File: src/rtl/ethernet_header_pkg.sv
// Shared Ethernet header types and constants for the receive-side parser.
// Byte index 0 of each header field holds the first byte seen on the wire.
package ethernet_header_pkg;

    localparam int          ETH_HEADER_BYTES = 14;
    localparam int          ETH_MAX_LENGTH   = 1500;
    localparam logic [47:0] ETH_BROADCAST    = 48'hffff_ffff_ffff;

    typedef struct packed {
        logic [5:0][7:0] mac_destination;
        logic [5:0][7:0] mac_source;
        logic [1:0][7:0] eth_type_length;
    } ethernet_header;

    // Wire order is most-significant byte first, so byte 0 lands in [47:40].
    function automatic logic [47:0] mac_value(input logic [5:0][7:0] bytes);
        logic [47:0] v;
        v = '0;
        for (int k = 0; k < 6; k++) begin
            v = {v[39:0], bytes[k]};
        end
        return v;
    endfunction

    function automatic logic [15:0] type_value(input logic [1:0][7:0] bytes);
        return {bytes[0], bytes[1]};
    endfunction

endpackage

File: src/rtl/eth_mac_filter.sv
// Destination-address filter: accepts our own station address, broadcast,
// or anything at all when promiscuous.
module eth_mac_filter
    import ethernet_header_pkg::*;
#(
    parameter logic [47:0] MY_MAC      = 48'he86a64e7e830,
    parameter logic        PROMISCUOUS = 1'b0
) (
    input  logic [5:0][7:0] destination_i,
    output logic            accept_o
);

    logic [47:0] dest_value;

    assign dest_value = mac_value(destination_i);
    assign accept_o   = PROMISCUOUS
                     || (dest_value == MY_MAC)
                     || (dest_value == ETH_BROADCAST);

endmodule

File: src/rtl/eth_header_parse.sv
// Receive-side Ethernet header parser: captures the 14-byte header, filters on
// destination and forwards payload of accepted frames with one cycle latency.
module eth_header_parse
    import ethernet_header_pkg::*;
#(
    parameter logic [47:0] MY_MAC      = 48'he86a64e7e830,
    parameter logic        PROMISCUOUS = 1'b0
) (
    input  logic           clk,
    input  logic           reset,
    input  logic [7:0]     in_data,
    input  logic           in_valid,
    input  logic           in_last,
    output ethernet_header output_header,
    output logic           header_valid,
    output logic           mac_match,
    output logic [7:0]     out_data,
    output logic           out_valid,
    output logic           out_last,
    output logic           err_runt,
    output logic           err_length,
    output logic [15:0]    drop_count
);

    typedef enum logic [1:0] {
        ST_HEADER,
        ST_PAYLOAD,
        ST_DISCARD
    } state_t;

    localparam logic [3:0]  LAST_HDR_IDX = 4'(ETH_HEADER_BYTES - 1);
    localparam logic [15:0] MAX_LEN      = 16'(ETH_MAX_LENGTH);

    state_t           state_q, state_d;
    logic [3:0]       byte_cnt_q, byte_cnt_d;
    logic [10:0]      pay_cnt_q, pay_cnt_d;
    logic [13:0][7:0] hdr_bytes_q, hdr_bytes_d;
    logic             header_valid_q, header_valid_d;
    logic             mac_match_q, mac_match_d;
    logic [7:0]       out_data_q, out_data_d;
    logic             out_valid_q, out_valid_d;
    logic             out_last_q, out_last_d;
    logic             err_runt_q, err_runt_d;
    logic             err_length_q, err_length_d;
    logic [15:0]      drop_count_q, drop_count_d;

    logic             accept;
    logic [10:0]      pay_cnt_inc;
    logic [15:0]      len_payload;
    logic [15:0]      len_hdr_only;

    always_comb begin
        output_header = '0;
        for (int k = 0; k < 6; k++) begin
            output_header.mac_destination[k] = hdr_bytes_q[k];
            output_header.mac_source[k]      = hdr_bytes_q[k + 6];
        end
        for (int k = 0; k < 2; k++) begin
            output_header.eth_type_length[k] = hdr_bytes_q[k + 12];
        end
    end

    // Destination bytes are complete long before byte 13, so the captured copy is safe to use.
    eth_mac_filter #(
        .MY_MAC      (MY_MAC),
        .PROMISCUOUS (PROMISCUOUS)
    ) u_filter (
        .destination_i (output_header.mac_destination),
        .accept_o      (accept)
    );

    assign pay_cnt_inc  = (pay_cnt_q == 11'h7ff) ? pay_cnt_q : pay_cnt_q + 11'd1;
    assign len_payload  = type_value(output_header.eth_type_length);
    // On a header-only frame the second length byte is still on in_data.
    assign len_hdr_only = {hdr_bytes_q[12], in_data};

    always_comb begin
        state_d        = state_q;
        byte_cnt_d     = byte_cnt_q;
        pay_cnt_d      = pay_cnt_q;
        hdr_bytes_d    = hdr_bytes_q;
        header_valid_d = 1'b0;
        mac_match_d    = mac_match_q;
        out_data_d     = out_data_q;
        out_valid_d    = 1'b0;
        out_last_d     = 1'b0;
        err_runt_d     = 1'b0;
        err_length_d   = 1'b0;
        drop_count_d   = drop_count_q;

        if (in_valid) begin
            unique case (state_q)
                ST_HEADER: begin
                    hdr_bytes_d[byte_cnt_q] = in_data;
                    if (byte_cnt_q == LAST_HDR_IDX) begin
                        byte_cnt_d     = 4'd0;
                        pay_cnt_d      = 11'd0;
                        header_valid_d = 1'b1;
                        mac_match_d    = accept;
                        if (!accept) begin
                            drop_count_d = drop_count_q + 16'd1;
                        end
                        if (in_last) begin
                            state_d      = ST_HEADER;
                            err_length_d = accept && (len_hdr_only != 16'd0)
                                                  && (len_hdr_only <= MAX_LEN);
                        end else begin
                            state_d = accept ? ST_PAYLOAD : ST_DISCARD;
                        end
                    end else if (in_last) begin
                        err_runt_d = 1'b1;
                        byte_cnt_d = 4'd0;
                    end else begin
                        byte_cnt_d = byte_cnt_q + 4'd1;
                    end
                end
                ST_PAYLOAD: begin
                    out_data_d  = in_data;
                    out_valid_d = 1'b1;
                    out_last_d  = in_last;
                    pay_cnt_d   = pay_cnt_inc;
                    if (in_last) begin
                        state_d      = ST_HEADER;
                        err_length_d = (len_payload <= MAX_LEN)
                                    && ({5'd0, pay_cnt_inc} < len_payload);
                    end
                end
                ST_DISCARD: begin
                    if (in_last) begin
                        state_d = ST_HEADER;
                    end
                end
                default: begin
                    state_d = ST_HEADER;
                end
            endcase
        end
    end

    always_ff @(posedge clk) begin
        if (reset) begin
            state_q        <= ST_HEADER;
            byte_cnt_q     <= '0;
            pay_cnt_q      <= '0;
            hdr_bytes_q    <= '0;
            header_valid_q <= 1'b0;
            mac_match_q    <= 1'b0;
            out_data_q     <= '0;
            out_valid_q    <= 1'b0;
            out_last_q     <= 1'b0;
            err_runt_q     <= 1'b0;
            err_length_q   <= 1'b0;
            drop_count_q   <= '0;
        end else begin
            state_q        <= state_d;
            byte_cnt_q     <= byte_cnt_d;
            pay_cnt_q      <= pay_cnt_d;
            hdr_bytes_q    <= hdr_bytes_d;
            header_valid_q <= header_valid_d;
            mac_match_q    <= mac_match_d;
            out_data_q     <= out_data_d;
            out_valid_q    <= out_valid_d;
            out_last_q     <= out_last_d;
            err_runt_q     <= err_runt_d;
            err_length_q   <= err_length_d;
            drop_count_q   <= drop_count_d;
        end
    end

    assign header_valid = header_valid_q;
    assign mac_match    = mac_match_q;
    assign out_data     = out_data_q;
    assign out_valid    = out_valid_q;
    assign out_last     = out_last_q;
    assign err_runt     = err_runt_q;
    assign err_length   = err_length_q;
    assign drop_count   = drop_count_q;

endmodule

File: config.mk
export PLATFORM = sky130hd
export DESIGN_NAME = eth_header_parse
export DESIGN_NICKNAME = d
export VERILOG_FILES = /design/src/rtl/ethernet_header_pkg.sv /design/src/rtl/eth_mac_filter.sv /design/src/rtl/eth_header_parse.sv
export SDC_FILE = /design/constraint.sdc
export NUM_CORES = 1
export LEC_CHECK = 0
export ABC_AREA = 0
export CORE_ASPECT_RATIO = 1.5
export CORE_MARGIN = 8
export CORE_UTILIZATION = 45
export DETAILED_ROUTE_END_ITERATION = 6
export PLACE_DENSITY_LB_ADDON = 0.15
export SLEW_MARGIN = 20
export SYNTH_ARGS = -nofsm -noshare
export SYNTH_HDL_FRONTEND = slang
export SYNTH_HIERARCHICAL = 1
export SYNTH_SLANG_ARGS = --single-unit
File: constraint.sdc
create_clock -name clk -period 2.9 [get_ports clk]
set_clock_uncertainty 0.2 [all_clocks]
set_input_delay 0.87 -clock clk [delete_from_list [all_inputs] [get_ports clk]]
set_output_delay 0.87 -clock clk [all_outputs]
set_load 0.01 [all_outputs]
[Word-level counts from Yosys, hierarchy flattened]
Index checks and enable logic that the tools add are counted.
Storage, ports and cells
  bits in registers: 159
  output and inout bits: 142
  logic and storage cells: 84
Cells by class
  $add $sub $neg: 3
  magnitude comparators: 5
  equal/unequal tests: 8
  multiplexer cells: 20
  bitwise gates (word level): 4
  reductions and logical operators: 19
Operators with widths (count)
  bitwise mux 112 bit: 1
  == test 48 bit (second input constant): 2
  demux 8 bit (select 4 bit): 1
  <= comparator 16 x 11 -> 1 bit (second input constant): 2
  2-to-1 mux 11 bit: 2
  one-hot mux 11 bit (2 select lines): 1
  adder 16 x 1 -> 16 bit (second input constant): 1
  less-than comparator 11 x 16 -> 1 bit: 1
  nonzero test 16 bit: 1
  adder 11 x 1 -> 11 bit (second input constant): 1
  == test 11 bit (second input constant): 1
  AND reduction 3 bit: 3
  2-to-1 mux 2 bit: 4
  2-to-1 mux 4 bit: 2
  2-to-1 mux 8 bit: 1
  2-to-1 mux 1 bit: 6
  OR reduction 3 bit: 2
  less-than comparator 4 x 5 -> 1 bit (second input constant): 1
  adder 4 x 1 -> 4 bit (second input constant): 1
  == test 4 bit (second input constant): 1
  greater-or-equal comparator 4 x 1 -> 1 bit (second input constant): 1
  logical AND 1 bit: 4
  inverter 1 bit: 4
  one-hot mux 2 bit (2 select lines): 1
  other kinds (12): 14

[Logic depth before layout (Yosys ltp)]
Gate-level depths: netlist (run 1).
  depth in word-level cells: 7
  depth in mapped cells: 11

[Cells and area by module]
Netlist (run 1), hierarchy kept.
By module, submodules not included
  eth_header_parse: instances 1, cells an instance 755, area an instance 6670.1 um^2
  eth_mac_filter: instances 1, cells an instance 27, area an instance 167.7 um^2

[Worst setup path before layout (run 1)]
OpenSTA, ideal clock, no wires.
  kind: reg2reg
  start: register pay_cnt_q[0]
  end: register err_length_q, in the netlist err_length
  data arrival time: 2271 ps
  data required time: 2583 ps
  path slack: 312 ps
  cell stages (with the launch flop): 11
  period minus slack after synthesis: 2588 ps
  cells stage by stage: dfxtp_1 > ha_1 > nand3_1 > nor3_4 > or4b_4 > xnor2_1 > ha_1 > nand4_1 > o221ai_1 > nand2_1 > a32o_1
On the way
  word-level cells in the longest chain between the ends: 6
  elaborated cells between the ends (all ways): 7
  classes of those cells: 1 x add/sub; 1 x order compare; 1 x eq/ne; 3 x mux; 1 x reduce/logical
RTL lines
  start, declared: RTL line eth_header_parse.sv:36  | logic [10:0] pay_cnt_q, pay_cnt_d;
  start signal, assigned: RTL line eth_header_parse.sv:157  | pay_cnt_q <= pay_cnt_d;
  adder 11 x 1 -> 11 bit or == test 11 bit (tied branches): RTL line eth_header_parse.sv:72  | assign pay_cnt_inc = (pay_cnt_q == 11'h7ff) ? pay_cnt_q : pay_cnt_q + 11'd1;
  2-to-1 mux 11 bit (*): RTL line eth_header_parse.sv:72
  less-than comparator 11 x 16 -> 1 bit (*): RTL line eth_header_parse.sv:125  | && ({5'd0, pay_cnt_inc} < len_payload);
  logical AND 1 bit (*): RTL line eth_header_parse.sv:125
  2-to-1 mux 1 bit (*): RTL line eth_header_parse.sv:122  | if (in_last) begin
  one-hot mux 1 bit (2 select lines) (*): RTL line eth_header_parse.sv:92  | unique case (state_q)
  end signal, assigned: RTL line eth_header_parse.sv:165  | err_length_q <= err_length_d;
  end, declared: RTL line eth_header_parse.sv:44  | logic err_length_q, err_length_d;
Mark *: on every way between the ends. The rest lies on a longest branch, timed or not.
A chain may end at the register's enable or synchronous reset.

[Worst setup path after layout (run 1)]
  start: register hdr_bytes_q (netlist bit output_header[105])
  end: register drop_count_q[12], in the netlist drop_count[12]
On the way
  word-level cells in the longest chain between the ends: 4
  elaborated cells between the ends (all ways): 5
  classes of those cells: 2 x eq/ne; 1 x bitwise; 2 x reduce/logical
RTL lines
  start, declared: RTL line eth_header_parse.sv:37  | logic [13:0][7:0] hdr_bytes_q, hdr_bytes_d;
  start signal, assigned: RTL line eth_header_parse.sv:158  | hdr_bytes_q <= hdr_bytes_d;
  == test 48 bit (on tied branches): RTL line eth_mac_filter.sv:17, eth_mac_filter.sv:18
  logical OR 1 bit (*): RTL line eth_mac_filter.sv:18  | || (dest_value == ETH_BROADCAST);
  via accept: RTL line eth_header_parse.sv:47  | logic accept;
  inverter 1 bit (no line) (*)
  AND reduction 4 bit (no line) (*)
  end signal, assigned: RTL line eth_header_parse.sv:166  | drop_count_q <= drop_count_d;
  end, declared: RTL line eth_header_parse.sv:45  | logic [15:0] drop_count_q, drop_count_d;
Mark *: on every way through the listed nets, which the timed path passes. The rest lies on a longest branch.

==> metrics.yaml, run 1 <==
clock.fmax_mhz: 366
path_clk_slew_ns: 0.07
port_buffers: 153
synth_nets: 812
syn_inst: 782
htree_levels: 4
cp-end-kind: "register"
synth_common_cells: "dfxtp_1, nor2_1, nand2_1"
max_stage_delay_ns: 0.45
cts_buffer_depth: 2
grt_overflow: 0
cts.sinks: 159
num_io_pins: 154
slew_violations: 0
hold_viol_final: 0
area_growth_pct: 37.8
grt_first_pass_wirelength_mm: 33.3
synthMuxAreaShare_pct: 11.0
route.detailed.wl_per_inst_um: 18.1
ctsHoldBuffers: 0
synth_top_family_by_area: "simple AND/OR/NAND/NOR gates"
cp-start-kind: "register"
gr-usage-met3_pct: 5.94
drv_cap: 0
initial_utilization_pct: 45.6
clk-insertion-delay-late_ns: 0.43
ys_async_sr_fraction_pct: 0
n_antenna_cell: 0
yosysWarningCount: 6
cts_tree: "yes"
grtUsageMet2_pct: 39.2
ff2ff_setup_slack_ns: 0.17
worstRegToRegCells: 10
viasPerCell: 5.36
cts_root_buf: "clkbuf_16"
synth_top_area_cell: "dfxtp_1"
drive_gt1_share_pct: 10.3
synth-compound-area-share_pct: 10.7
use_met1_pct: 23.3
slew_headroom_pct: 52.4
antenna_left: 0
yosys.area_share.simple_pct: 21.8
die_h_um: 167
antenna_found_initial: 0
path_cells: "nor4_1 -> nand4_1 -> a2bb2oi_1 -> nor4_2 -> nand3b_1 -> buf_4 -> nor4_4 -> nand3_1 -> xor2_1 -> nor2_1"
worst-path-max-fanout: 6
avgSynthCellArea_um2: 8.74
p_leak_nw: 3.47
synth_edf_count: 0
rows: 55
worstReg2RegStart: "output_header[105]"
worstPathArrival_ns: 2.82
nNetsFinal: 984
dp_slack_ns: 0.0768
place_area_mm2: 0.00880
synth.area.top_cells: "dfxtp_1, mux2i_1, nor2_1, nand2_1, a21oi_1"
synth_top_area_share_pct: 46.6
routed_wl_mm: 21.1
ys_types: 56
busiest_layer: "met2"
status: "finished clean"
rr_endpoint: "drop_count[12]"
initialDrtViolationCount: 355
worstPathRequired_ns: 2.99
rsz0062_at_grt: "false"
track_usage_pct: 21.8
grt_max_degree: 55
place_congestion: 0.841
detailed_place_hpwl_mm: 15.3
final_area_mm2: 0.00942
synth_area_mm2: 0.00684
ys_ff_latch: 159
firstDrtPassIters: 4
cp-startpoint: "output_header[105]"
crit_type: "register to register"
crit_end: "drop_count[12]"
cts_buffers: 17
grt_pass1_vias: 6283
tightest_slew_ns: 0.713
finalSetupTns_ns: 0
ys.flop_type: "dfxtp_1"
die_w_um: 117
drc_errors: 0
synth_fa_ha_area_share_pct: 3.29
critPathSlowestCell: "nor4_2"
vdd_ir_drop_max_mv: 0.273
timing.final.ws_setup_ns: 0.170
hold_class: "register to register"
yosysSeqAreaShare_pct: 46.6
post-route-min-period_ns: 2.73
dieArea_mm2: 0.0195
setup_violations: 0
pwr_density_cell_mw_per_mm2: 501
synth.most_common_cell: "dfxtp_1"
vias: 6246
core_area_mm2: 0.0150
synth-xor-area-share_pct: 2.82
fin_crit_sh_pct: 94.1
==> metal layers <==
| metal | share of wire, % | up-vias |
|---|---|---|
| li1 | - | 3046 |
| met1 | 39 | 2983 |
| met2 | 52 | 188 |
| met3 | 6.4 | 29 |
| met4 | 2.0 | 0 |
| met5 | 0 | - |
==> power by group <==
| part | internal (W) | switching, W |
|---|---|---|
| Sequential | 0.00220 | 0.0000154 |
| Clock | 0.00126 | 0.00102 |
| Combinational | 0.0000862 | 0.000142 |
==> cell families (layout without fill, tap and decap cells) <==
group,after synthesis,count (layout)
xor+xnor,22,22
fa+ha+maj,18,18
compound gates,133,133
buf+inv,63,248
flops,159,159
mux,75,75
simple gates,312,312
==> final cells by class <==
cell class | instances | area (um2)
Inverter | 18 | 67.6
Sequential cell | 159 | 3180
Tap cell | 199 | 249
Multi-Input combinational cell | 560 | 3410
Clock inverter | 14 | 159
Timing Repair Buffer | 198 | 1920
Clock buffer | 18 | 439
Fill cell | 1385 | 5580
==> cells in the final DEF, fill, tap and decap left out, types with 7 or more instances in the layout <==
master           instances
dfxtp_1                159
clkdlybuf4s50_1        152
nor2_1                 111
nand2_1                 95
mux2i_1                 73
a21oi_1                 67
buf_4                   42
o21ai_0                 41
nand3_1                 22
inv_1                   18
ha_1                    18
clkbuf_16               17
nand4_1                 16
xnor2_1                 12
nor4_1                  10
xor2_1                  10
nor3_1                   9
a31oi_1                  7
==> what timing repair did <==
action / in CTS / in global routing
setup buffers: 0 / 2
endpoints found under the hold margin: 0 / 0
endpoints found under the setup margin: 0 / 4
resized for setup: 0 / 2
==> flip-flops by register name, indices dropped and copies added (netlist names) <==
signal,count
output_header,112
drop_count,16
pay_cnt_q,11
out_data,8
byte_cnt_q,4
state_q,2
err_length,1
err_runt,1
header_valid,1
mac_match,1
out_last,1
out_valid,1
==> worst max-delay path, delay by kind of cell, from the launching register on <==
kind / cells / cell delay [ns]
flip-flops: 1 / 0.36
AO/OA/AOI/OAI: 1 / 0.17
XOR/XNOR: 1 / 0.17
AND/OR/NAND/NOR: 7 / 1.55
buffers and inverters: 1 / 0.17
==> worst min-delay path by stage <==
stage / startpoint / endpoint / slack, ns / depth (start not counted)
2_1_floorplan: state_q[1] / state_q[1] / 0.26 / 2
3_3_place_gp: out_data[3] / out_data[3] / 0.25 / 2
3_5_place_dp: out_data[3] / out_data[3] / 0.25 / 2
4_1_cts: out_data[3] / out_data[3] / 0.26 / 2
5_1_grt: out_data[6] / out_data[6] / 0.29 / 2
6_report: out_data[3] / out_data[3] / 0.26 / 2
==> per-stage QoR <==
step / hold WS (ns) / std cells / total power (W) / utilization, %
2_1_floorplan: 0.260 / 782 / 0.00238 / -
3_3_place_gp: 0.253 / 1132 / 0.00248 / 58.6
3_5_place_dp: 0.250 / 1132 / 0.00248 / 58.6
4_1_cts: 0.259 / 1164 / 0.00476 / 62.6
5_1_grt: 0.291 / 1166 / 0.00488 / 62.8
6_report: 0.257 / 1166 / 0.00472 / 62.8
Note: power is estimated with default switching activity, not from simulation.
==> run 2: changes to the inputs <==
CORE_ASPECT_RATIO = 1.1   (was 1.5)
CORE_MARGIN = 2   (was 8)
SKIP_LAST_GASP = 1   (was unset)
==> run 2 against run 1 <==
  * Combinational power down 2%
  * Flip-flop and latch count is the same
  * Sequential share of layout area about the same
  * Die area fell by 17%
  * Utilization rose by 0.19 points
  * Critical path type unchanged
  * Highest routed layer unchanged
==> metrics.yaml, run 2 (synthesized netlist as in run 1, its figures left out) <==
nNetsFinal: 980
rows: 47
setup_violations: 0
htree_levels: 4
drv_cap: 0
vias: 6275
grt_max_degree: 66
grt_pass1_vias: 6093
fill_cells: 1270
intPower_w: 0.00368
ff_latch_area_mm2: 0.00318
detailed_place_hpwl_mm: 13.6
worstPathArrival_ns: 2.89
port_buffers: 153
route.detailed.wl_per_inst_um: 17.0
slew_headroom_pct: 52.6
viasPerCell: 5.41
cp-end-kind: "register"
p_comb_share_pct: 4.8
initial_utilization_pct: 45.8
p_leak_nw: 3.46
status: "finished clean"
drive_gt1_share_pct: 9.76
grt_first_pass_wirelength_mm: 31.8
drc_errors: 0
firstDrtPassIters: 5
area_growth_pct: 37.6
die_w_um: 122
cp-start-kind: "register"
ctsHoldBuffers: 0
core_area_mm2: 0.0149
track_usage_pct: 24.7
vdd_ir_drop_max_mv: 0.333
pwr_density_cell_mw_per_mm2: 500
routed_wl_mm: 19.7
pwr-share-seq_pct: 47.1
worst-path-max-fanout: 6
p_clk_share_pct: 48.2
slew_violations: 0
die_h_um: 133
n_antenna_cell: 0
finalSetupTns_ns: 0
worstPathRequired_ns: 2.98
clk-insertion-delay-late_ns: 0.42
crit_type: "register to register"
cts_buffers: 17
num_io_pins: 154
switching_share_pct: 21.8
clock.fmax_mhz: 356
cts_buffer_depth: 2
cts_tree: "yes"
post-route-min-period_ns: 2.81
net-switching-power_w: 0.00102
cts.sinks: 159
hold_class: "register to register"
final_cell_mix: "dfxtp_1, clkdlybuf4s50_1, nor2_1"
place_congestion: 0.889
antenna_left: 0
tightest_slew_ns: 0.711
grt_overflow: 0
final_common_cell: "dfxtp_1"
path_clk_slew_ns: 0.06
antenna_found_initial: 0
cts_root_buf: "clkbuf_16"
fin_util_pct: 63.0
largest_reg_flops: 112
initialDrtViolationCount: 485
dieArea_mm2: 0.0162
fin_crit_sh_pct: 97.0
multi_input_area_mm2: 0.00341
hold_viol_final: 0
rsz0062_at_grt: "false"
==> run 2: changes by cell type in the layout (fill, tap and decap cells not counted), sizes merged <==
cell,previous run,this run
inv,30,18
clkinv,1,7
buf,46,42
clkbuf,18,22
bufinv,1,3
==> run 2: cell type report <==
type	count	share of cell area [%]
Clock buffer	22	4.93
Tap cell	196	2.61
Timing Repair Buffer	194	20.2
Inverter	18	0.718
Multi-Input combinational cell	560	36.3
Clock inverter	10	1.45
Sequential cell	159	33.8
==> run 2: power groups by stage <==
stage / combinational [W] / sequential, W / clock, W
5_1_grt: 0.000240 / 0.00221 / 0.00239
6_report: 0.000224 / 0.00221 / 0.00227
4_1_cts: 0.000221 / 0.00221 / 0.00230
3_5_place_dp: 0.000221 / 0.00226 / 0
2_1_floorplan: 0.000118 / 0.00226 / 0
3_3_place_gp: 0.000219 / 0.00226 / 0
==> run 2: repair_timing <==
action | in CTS | in global routing
gates resized for setup | 0 | 4
setup buffers | 0 | 0
setup endpoints to repair | 0 | 1
==> run 2: worst paths after layout <==
kind | start | to | slack [ns] | depth (start not counted)
setup / recovery | output_header[97] | drop_count[8] | 0.09 | 10
hold reg to reg | mac_match | mac_match | 0.26 | 2
setup reg to reg | output_header[97] | drop_count[8] | 0.09 | 10
hold / removal | mac_match | mac_match | 0.26 | 2
==> run 2: routing by layer <==
metal,GRT usage (%),routed length (um),up-vias
met5,0,0,-
met4,7.41,286,0
met3,5.18,1040,21
met2,41.9,9950,192
met1,31.7,8390,3031
li1,-,-,3031
==> run 2: worst max-delay path: stages (launching register included) <==
cell,delay (ns)
dfxtp_1,0.33
nor4_1,0.46
nand4_1,0.16
a2bb2oi_1,0.20
nor4_2,0.36
buf_4,0.21
nand3b_1,0.29
nor4_4,0.12
nand3_1,0.11
xor2_1,0.16
nor2_1,0.06
==> run 2: metrics by stage <==
step	setup WS (ns)	power [W]	cell area, um2	cells	hold WS (ns)
after floorplan	0.312	0.00238	6840	782	0.260
after global placement	0.0836	0.00248	8790	1127	0.245
after detailed placement	0.0580	0.00248	8790	1127	0.252
after CTS	0.125	0.00473	9390	1159	0.261
after global routing	0.00114	0.00484	9410	1159	0.287
final	0.0882	0.00470	9410	1159	0.257
==> run 3: changes to the inputs <==
CORE_UTILIZATION = 40   (was 45)
==> run 3 against run 2 <==
  * Routed wire length down 0.91%
  * Utilization down 7.4 points
  * Global-route usage down 3.4 points
  * Total power down 2.9%
  * Combinational power about the same
  * First-iteration DRC count down 29%
  * Setup slack better by 0.065 ns
  * Via count down 3.8%
==> metrics.yaml, run 3 (synthesized netlist as in run 1, its figures left out) <==
worstPathArrival_ns: 2.86
cts_buffer_depth: 2
hold_viol_final: 0
initialDrtViolationCount: 346
pwr_density_cell_mw_per_mm2: 486
fill_cells: 1559
cts_tree: "yes"
htree_levels: 4
port_buffers: 153
firstDrtPassIters: 5
largest_reg_flops: 112
nNetsFinal: 982
path_buf_inv: 1
path_clk_slew_ns: 0.06
status: "finished clean"
routed_wl_mm: 19.5
final_cell_mix: "dfxtp_1, clkdlybuf4s50_1, nor2_1"
track_usage_pct: 21.3
grt_max_degree: 133
rows: 50
drive_gt1_share_pct: 9.95
finalSetupTns_ns: 0
fin_crit_sh_pct: 94.7
dp.cells: 1141
clk-insertion-delay-late_ns: 0.42
power_w: 0.00457
finalNonFillerCells: 1173
critPathSlowestCell: "nor4_1"
whs_ns: 0.255
detailed_place_hpwl_mm: 13.2
route.detailed.wl_per_inst_um: 16.6
initial_utilization_pct: 40.5
die_h_um: 141
postCtsSetupBuffers: 0
slew_violations: 0
cts.sinks: 159
worstPathRequired_ns: 3.01
post-route-min-period_ns: 2.75
grt_first_pass_wirelength_mm: 30.4
cp-start-kind: "register"
num_io_pins: 154
place_congestion: 0.833
drv_cap: 0
clock.fmax_mhz: 364
worst-path-max-fanout: 6
hold_class: "register to register"
crit_type: "register to register"
grt_overflow: 0
vias: 6039
grt_pass1_vias: 5690
antenna_found_initial: 0
cp-end-kind: "register"
cts_buffers: 17
n_antenna_cell: 0
core_area_mm2: 0.0169
p_leak_nw: 3.43
drc_errors: 0
vdd_ir_drop_max_mv: 0.390
viasPerCell: 5.15
antenna_left: 0
path_delay_family: "simple AND/OR/NAND/NOR gates"
dieArea_mm2: 0.0182
max_stage_delay_ns: 0.46
cts_root_buf: "clkbuf_16"
die_w_um: 129
slew_headroom_pct: 49.5
path_cells: "nor4_1 -> nand4_1 -> a2bb2oi_1 -> nor4_2 -> buf_4 -> nand3b_1 -> nor4_4 -> nand3_1 -> xor2_1 -> nor2_1"
final_common_cell: "dfxtp_1"
tightest_slew_ns: 0.758
setup_violations: 0
area_growth_pct: 37.4
==> run 3: worst paths after layout <==
path	startpoint	endpoint	slack (ns)	depth (start not counted)
max	output_header[97]	drop_count[15]	0.15	10
max reg2reg	output_header[97]	drop_count[15]	0.15	10
min reg2reg	out_data[7]	out_data[7]	0.25	2
min	out_data[7]	out_data[7]	0.25	2
==> run 3: layout make-up <==
class / instances / area (um2) / area share, %
flip-flops and latches: 159 / 3180 / 33.9
clock inverters: 13 / 114 / 1.21
multi-input cells: 560 / 3400 / 36.2
well taps: 208 / 260 / 2.77
inverters: 18 / 67.6 / 0.719
repair buffers: 196 / 1930 / 20.5
clock buffers: 19 / 443 / 4.71
==> run 3: repair_timing <==
action	CTS	global route
hold buffers	0	0
setup endpoints to repair	0	1
resized for setup	0	1
==> run 3: stage by stage <==
| step | cell area (um2) | setup slack, ns | util (%) |
|---|---|---|---|
| 2_1_floorplan | 6840 | 0.312 | - |
| 3_3_place_gp | 8830 | 0.0857 | 52.3 |
| 3_5_place_dp | 8830 | 0.0469 | 52.3 |
| 4_1_cts | 9390 | 0.125 | 55.6 |
| 5_1_grt | 9400 | -0.0175 | 55.6 |
| 6_report | 9400 | 0.153 | 55.6 |
==> run 3: routing by layer <==
layer	global-route usage (%)	wire length [um]	vias up
li1	-	-	3028
met1	28.6	9010	2841
met2	34.3	9240	158
met3	5.50	1070	12
met4	5.55	152	0
met5	0	0	-
==> run 3: worst register-to-register path: stages (launching register included) <==
cell       delay (ns)
dfxtp_1          0.34
nor4_1           0.47
nand4_1          0.16
a2bb2oi_1        0.19
nor4_2           0.33
buf_4            0.21
nand3b_1         0.29
nor4_4           0.12
nand3_1          0.11
xor2_1           0.17
nor2_1           0.05
==> run 3: power by group <==
group          switching (W)  internal [W]  total [W]
clock               0.000928       0.00120    0.00213
sequential         0.0000142       0.00220    0.00221
combinational       0.000140     0.0000856   0.000225
